$ cat config.mk
export PLATFORM = sky130hd
export DESIGN_NAME = if_fetch_queue
export DESIGN_NICKNAME = d
export VERILOG_FILES = /design/src/rtl/if_fetch_queue.sv
export SDC_FILE = /design/constraint.sdc
export NUM_CORES = 1
export LEC_CHECK = 0
export BUFFER_PORTS_ARGS = -buffer_cell sky130_fd_sc_hd__buf_2
export CAP_MARGIN = 25
export CORE_MARGIN = 1.5
export CORE_UTILIZATION = 55
export CTS_CLUSTER_DIAMETER = 50
export DETAILED_ROUTE_END_ITERATION = 16
export GPL_ROUTABILITY_DRIVEN = 0
export PLACE_DENSITY = 0.8
export RECOVER_POWER = 25
export REMOVE_ABC_BUFFERS = 1
export SYNTH_ARGS = -nofsm -noshare
export SYNTH_HDL_FRONTEND = slang
export SYNTH_SLANG_ARGS = --single-unit
$ cat constraint.sdc
create_clock -name clk -period 2.2 [get_ports clk]
set_clock_uncertainty 0.05 [all_clocks]
set_input_delay 0.11 -clock clk [delete_from_list [all_inputs] [get_ports clk]]
set_output_delay 0.11 -clock clk [all_outputs]
set_load 0.01 [all_outputs]
$ cat src/rtl/if_fetch_queue.sv
// if_fetch_queue: instruction-fetch stage. Owns the PC, drives a combinational IM read port and
// buffers fetched words (with their PC and an address-error flag) in a DEPTH-entry FIFO that
// decode drains over a valid/ready handshake. Redirects and exception entry flush the FIFO.
//
// Ports:
//   clk, rst_n            clock (rising edge), asynchronous active-low reset
//   im_addr_o/im_enable_o IM fetch address (= pc) and read strobe
//   im_data_i             IM read data, combinational from im_addr_o
//   redirect_valid_i/_pc  branch/jump/eret redirect request and target
//   exc_req_i             exception entry, target ISR_ADDR
//   out_valid_o/_ready_i  FIFO head handshake
//   out_instr_o/_pc_o     head instruction word and its address
//   out_adel_o            head fetch address error (misaligned or out of range)
module if_fetch_queue #(
  parameter logic [31:0] START_ADDR = 32'h0000_3000,
  parameter logic [31:0] ISR_ADDR   = 32'h0000_4180,
  parameter logic [31:0] ADDR_LB    = 32'h0000_3000,
  parameter logic [31:0] ADDR_UB    = 32'h0000_6FFC,
  parameter int unsigned DEPTH      = 2
) (
  input  logic        clk,
  input  logic        rst_n,
  output logic [31:0] im_addr_o,
  output logic        im_enable_o,
  input  logic [31:0] im_data_i,
  input  logic        redirect_valid_i,
  input  logic [31:0] redirect_pc_i,
  input  logic        exc_req_i,
  output logic        out_valid_o,
  input  logic        out_ready_i,
  output logic [31:0] out_instr_o,
  output logic [31:0] out_pc_o,
  output logic        out_adel_o
);

  localparam int unsigned PtrW = (DEPTH > 1) ? $clog2(DEPTH) : 1;
  localparam logic [PtrW:0] FullCnt = (PtrW + 1)'(DEPTH);

  logic [31:0]     pc_q, pc_d;
  logic [PtrW:0]   count_q, count_d;
  logic [PtrW-1:0] rd_ptr_q, rd_ptr_d;
  logic [PtrW-1:0] wr_ptr_q, wr_ptr_d;

  logic [31:0] mem_instr_q [DEPTH];
  logic [31:0] mem_pc_q    [DEPTH];
  logic        mem_adel_q  [DEPTH];

  logic pop, space, flush, fetch, adel;
  logic [31:0] word;

  assign out_valid_o = (count_q != '0);
  assign pop         = out_valid_o & out_ready_i;
  // A full queue still accepts a push when the head leaves on the same edge.
  assign space       = (count_q < FullCnt) | ((count_q == FullCnt) & pop);
  assign flush       = exc_req_i | redirect_valid_i;
  assign fetch       = rst_n & ~flush & space;

  assign im_addr_o   = pc_q;
  assign im_enable_o = fetch;

  assign adel = (pc_q[1:0] != 2'b00) | (pc_q < ADDR_LB) | (pc_q > ADDR_UB);
  // Never forward data read from an illegal address.
  assign word = adel ? 32'h0 : im_data_i;

  assign out_instr_o = mem_instr_q[rd_ptr_q];
  assign out_pc_o    = mem_pc_q[rd_ptr_q];
  assign out_adel_o  = mem_adel_q[rd_ptr_q];

  always_comb begin
    pc_d     = pc_q;
    count_d  = count_q;
    rd_ptr_d = rd_ptr_q;
    wr_ptr_d = wr_ptr_q;
    if (flush) begin
      // Exception entry outranks a redirect; any pop this cycle is discarded.
      pc_d     = exc_req_i ? ISR_ADDR : redirect_pc_i;
      count_d  = '0;
      rd_ptr_d = '0;
      wr_ptr_d = '0;
    end else begin
      if (fetch) begin
        pc_d     = pc_q + 32'd4;
        wr_ptr_d = wr_ptr_q + PtrW'(1);
      end
      if (pop) begin
        rd_ptr_d = rd_ptr_q + PtrW'(1);
      end
      if (fetch && !pop) begin
        count_d = count_q + (PtrW + 1)'(1);
      end else if (!fetch && pop) begin
        count_d = count_q - (PtrW + 1)'(1);
      end
    end
  end

  always_ff @(posedge clk or negedge rst_n) begin
    if (!rst_n) begin
      pc_q     <= START_ADDR;
      count_q  <= '0;
      rd_ptr_q <= '0;
      wr_ptr_q <= '0;
    end else begin
      pc_q     <= pc_d;
      count_q  <= count_d;
      rd_ptr_q <= rd_ptr_d;
      wr_ptr_q <= wr_ptr_d;
    end
  end

  // Storage is reset so the head fields read as zero out of reset.
  always_ff @(posedge clk or negedge rst_n) begin
    if (!rst_n) begin
      for (int i = 0; i < int'(DEPTH); i++) begin
        mem_instr_q[i] <= 32'h0;
        mem_pc_q[i]    <= 32'h0;
        mem_adel_q[i]  <= 1'b0;
      end
    end else if (fetch) begin
      mem_instr_q[wr_ptr_q] <= word;
      mem_pc_q[wr_ptr_q]    <= pc_q;
      mem_adel_q[wr_ptr_q]  <= adel;
    end
  end

endmodule

==> metrics, run 1 <==
most instantiated cells after synthesis=dfrtp_1 (164), mux2_2 (124), nand2_1 (124); share of cells above drive strength 1=0.376; count leader, synth=dfrtp_1; H-tree levels=4; Arr. time, crit path=between 2 and 2.5 ns; worst-path maximum fanout=8; worst slew margin relative to its limit=0.0506; Final Max Slew Viols=0; total gr overflow=0; Global Route Usage Sum=0.280; Avg WL per Cell=about 18 um; Initial Util=0.566; Layout Nets=a little over 1000; Yosys warnings=0; total number of vias=around 6400; Clk pwr share=0.403; Root Buffer=clkbuf_16; vias per cell=between 5 and 6; Critical Path RT=between 2 and 2.5 ns; Seq/Total Area, Yosys=0.527; clk slew on worst S/H paths=~0.060 ns; worst slew pin tran=1.42 ns; cell leakage power=~0.005 uW; total CTS buffers=17; Min Hold Slack=around 0.035 ns; Comb pwr share=0.139; initial antenna violation count=0; Clock Tree Buf Depth=2; path type of the worst min-delay path=input pin to flip-flop; io pins=~170; vias in the first global route=approximately 6500; worst setup path class=flip-flop to flip-flop; die footprint=approximately 15000 um2; Skew-Pair Late Insertion Delay=approximately 0.42 ns; cell count after synthesis=727; Yosys reg bits=between 150 and 200; RSZ-0062 raised after global routing=false; pwr dens=between 700 and 800 nW/um2; status=finished clean; CORE AREA=~14000 um2; Site Rows=43; largest net degree at the start of global routing=137; critical path endpoint category=flip-flop; Flop pwr share=0.458; port bufs=167; Final WS setup=between 0.15 and 0.2 ns; area fraction of the dominant cell type after synthesis=0.520; VDD IR max=795 uV; area grow syn2layout=30.6%; Routed WL=approximately 20000 um; HPWL after DPL=roughly 13000 um; postcts setup bufs=0; post-route clock period utilization=0.930; Final Hold Vio Count=0; synth top area cells=dfrtp_1 (52%), mux2_2 (18%), nand2_1 (5.9%), o21ai_0 (3.9%), clkbuf_1 (1.3%); leading area contributor after synthesis=dfrtp_1; die span in x=between 100 and 150 um; Top FF cell, synth=dfrtp_1; Mapped Area=approximately 7900 um2; placed instance area=9060 um2; 1st-pass router iterations=5; number of synthesized flops with an enable pin=0; Syn Area/Cell=10.9 um2; CTS tree=built; max_cap viols=0; Final min period=about 2 ns; post-route design area=10300 um2; Psw=1870 uW; dpl ws=~0.18 ns; CTS Sinks=roughly 170; Pwr Total=7520 uW; ys async rst share=1.00; Internal Power=~5700 uW; Switching Fraction=0.249; CP Launch Type=flip-flop; DRC=0; fmax=489 MHz; Cell variety after synth=just under 60; ant diodes=0; drt first-iter violations=~470; antenna viol nets, final=0; Setup Viol. Count Final=0; chip height=123 um; global-route wire length before repair=around 32000 um
cell usage in the layout (no fill, tap or decap), drive strengths merged, types with 9 or more instances in the layout:
cell type / netlist / layout
clkbuf: 27 / 24
dfrtp: 164 / 164
o21ai: 81 / 81
nor4: 10 / 10
nor3: 9 / 9
xnor2: 11 / 11
nand4: 9 / 9
nand3: 9 / 9
nand2: 125 / 125
a21oi: 17 / 17
mux2: 124 / 124
buf: 20 / 196
dlygate4sd3: 0 / 64
nor2: 20 / 20
xor2: 10 / 10
inv: 16 / 16
worst max-delay path: stages, from the launching register on:
cell and delay (ns):
dfrtp_1 0.45, ha_1 0.29, nand4_4 0.20, a211oi_4 0.29, nand2_2 0.12, o21a_1 0.20, a2111oi_1 0.33
metal layers:
layer  GRT usage  vias up  wire length, um
li1            -     3030                -
met1       0.349     3098             8560
met2       0.481      213            10100
met3      0.0730       24             1310
met4      0.0814        0              265
met5           0        -                0
cells by family (layout without fill, tap and decap cells):
family                     after synthesis  after routing  share of synthesized area
muxes                                  132            132                      0.187
and+or+nand+nor                        210            210                      0.123
DFF                                    166            166                      0.527
buffers and inverters                   63            309                     0.0357
AOI/OAI and AO/OA                      134            134                      0.102
xor gates and xnor gates                21             21                     0.0233
adders and majority gates                1              1                    0.00159
per-stage QoR:
stage | setup TNS, ns | cells | util
after floorplan | -158.69 | 680 | -
after global placement | 0 | 1057 | 0.650
after detailed placement | 0 | 1057 | 0.650
after CTS | 0 | 1153 | 0.740
after global routing | 0 | 1153 | 0.739
final | 0 | 1153 | 0.739
power by group through the flow:
stage               combinational, uW  clock, uW  sequential, uW
floorplan                         498          0            3470
global placement                  928          0            3470
detailed placement                948          0            3490
CTS                              1050       3080            3440
global route                     1140       3210            3470
finish                           1040       3030            3440
worst paths after layout:
check / to / slack (ns) / cells past startpoint / start
worst max-delay path: im_addr_o[26] / 0.15 / 6 / im_addr_o[3]
worst max register to register: im_addr_o[26] / 0.15 / 6 / im_addr_o[3]
worst min-delay path: rd_ptr_q / 0.03 / 4 / out_ready_i
max in group asynchronous: rd_ptr_q / 0.42 / 3 / rst_n
worst min register to register: mem_instr_q[43] / 0.42 / 2 / mem_instr_q[43]
min in group asynchronous: im_addr_o[7] / 0.05 / 2 / rst_n
state kept, by name (all words and copies together), names as in the netlist:
| signal | cells |
|---|---|
| im_addr_o | 32 |
| mem_pc_q | 64 |
| count_q | 2 |
| wr_ptr_q | 1 |
| rd_ptr_q | 1 |
| mem_adel_q | 2 |
| mem_instr_q | 64 |
repair_timing:
action	4_1_cts	5_1_grt
endpoints found under the hold margin	259	0
gates resized for setup	0	0
setup endpoints to repair	0	0
hold buffers	64	0
area by class of cell:
type	instances	area, um2
Sequential cell	166	4160
Fill cell	954	3630
Multi-Input combinational cell	498	3470
Timing Repair Buffer	261	1770
Clock buffer	23	498
Tap cell	180	225
Clock inverter	9	118
Inverter	16	60.1
No activity file was read; power rests on OpenSTA's default activity.
==> run 2: changes to the inputs <==
--- a/constraint.sdc
+++ b/constraint.sdc
@@ -4,2 +4,2 @@
 set_output_delay 0.11 -clock clk [all_outputs]
-set_load 0.01 [all_outputs]
+set_load 0.1 [all_outputs]
==> metrics, run 2 (synthesis results as in run 1) <==
worst-path maximum fanout=8; most common cell after layout, fill and taps aside=buf_2; worst slew pin tran=between 1 and 1.5 ns; initial antenna violation count=0; die footprint=~15000 um2; max_cap viols=0; met2 GRT Util=0.475; met3 Usage GRT=0.0832; most frequent cells in the layout=buf_2 (165), dfrtp_1 (163), mux2_2 (124), nand2_1 (124), dlygate4sd3_1 (65); vias per cell=between 5 and 6; HP Start=redirect_pc_i[17]; Clock Tree Buf Depth=2; Reg area=4160 um2; ant diodes=0; vias in the first global route=about 6600; chip height=123 um; clk slew on worst S/H paths=roughly 0.070 ns; share of cells above drive strength 1=0.381; global-route wire length before repair=33200 um; H-tree levels=4; Arr. time, crit path=around 2.3 ns; Site Rows=43; Min Hold Slack=0.0130 ns; io pins=around 170; drt first-iter violations=about 560; fill cell count=920; Initial Util=0.566; worst setup path class=flip-flop to flip-flop; total number of vias=~6600; Skew-Pair Late Insertion Delay=between 0.4 and 0.5 ns; Critical Path RT=2.46 ns; pwr dens=849 nW/um2; CP startpoint=im_addr_o[10]; DRC=0; met1 GRT Util=0.350; Pwr Total=between 8000 and 9000 uW; Layout Nets=between 1000 and 1500; largest net degree at the start of global routing=137; Final Max Slew Viols=0; Avg WL per Cell=18.1 um; path type of the worst min-delay path=input pin to flip-flop; status=finished clean; fmax=484 MHz; Routed WL=20900 um; area grow syn2layout=31.7%; multi-input logic area=3480 um2; FF-to-FF Start=im_addr_o[10]; VDD IR max=~750 uV; CTS tree=built; port bufs=167; Root Buffer=clkbuf_16; CORE AREA=13900 um2; RSZ-0062 raised after global routing=false; antenna viol nets, final=0; worst slew margin relative to its limit=0.181; die span in x=around 120 um; HPWL after DPL=12800 um; CP Launch Type=flip-flop; critical path endpoint category=flip-flop; total CTS buffers=17; Final min period=2.06 ns; Setup Viol. Count Final=0; total gr overflow=0; dpl ws=0.164 ns; 1st-pass router iterations=6; cell leakage power=about 0.005 uW; busiest layer in global routing=met2; Util after Layout=0.746; post-route clock period utilization=0.938; Global Route Usage Sum=0.286; Final WS setup=0.135 ns; CTS Sinks=166; Final Hold Vio Count=0
## run 2: changes by cell type in the layout (fill, tap and decap cells not counted)
cell           previous run  this run
clkinvlp_4                3         1
clkinv_4                  4         2
dlygate4sd3_1            64        65
buf_2                   166       165
clkbuf_4                  0         1
buf_4                    23        27
nor4_1                   10         9
clkinv_2                  0         2
clkbuf_1                  2         0
bufinv_16                 2         5
clkbuf_8                  5         1
inv_6                     0         4
nor4_2                    0         1
## run 2: critical path, stage by stage, from the launching register on
cell and delay (ns):
dfrtp_1 0.43, and4_1 0.29, nand4_1 0.36, or3_1 0.45, o21ai_1 0.14, o2bb2a_1 0.22
## run 2: power by group
group | internal [uW] | switching (uW) | leakage [uW]
clock | 2060 | 1260 | 0.000322
sequential | 3280 | 158 | 0.00223
combinational | 539 | 1530 | 0.00252
## run 2: per-stage QoR
stage	instance area (um2)	TNS, ns	instances
2_1_floorplan	7670	-180.87	680
3_3_place_gp	9070	0	1059
3_5_place_dp	9070	0	1059
4_1_cts	10400	0	1156
5_1_grt	10400	0	1157
6_report	10400	0	1157
## run 2: worst paths after layout
kind | slack [ns] | cells after the start | end
max in group asynchronous | 0.65 | 3 | im_addr_o[31]
hold / removal | 0.01 | 4 | im_addr_o[17]
setup / recovery | 0.14 | 5 | im_addr_o[15]
min in group asynchronous | 0.03 | 2 | im_addr_o[10]
hold reg to reg | 0.42 | 2 | mem_instr_q[17]
setup reg to reg | 0.14 | 5 | im_addr_o[15]
## run 2: repair_timing
action	CTS	global route
endpoints found under the hold margin	258	0
hold buffers	65	0
buffers inserted	0	1
endpoints found under the setup margin	0	42
resized for setup	0	2
## run 2: per-layer routing
| layer | part of all wire | routed length (um) | vias to the layer above |
|---|---|---|---|
| met4 | 0.021 | 434 | 0 |
| met1 | 0.41 | 8660 | 3195 |
| li1 | - | - | 3028 |
| met3 | 0.080 | 1680 | 44 |
| met2 | 0.49 | 10200 | 293 |
| met5 | 0 | 0 | - |
## run 2: layout make-up
type / instances / share of cell area
clock buffers: 18 / 0.0423
clock inverters: 14 / 0.0212
inverters: 16 / 0.00578
multi-input cells: 498 / 0.335
flip-flops and latches: 166 / 0.400
well taps: 180 / 0.0217
repair buffers: 265 / 0.174
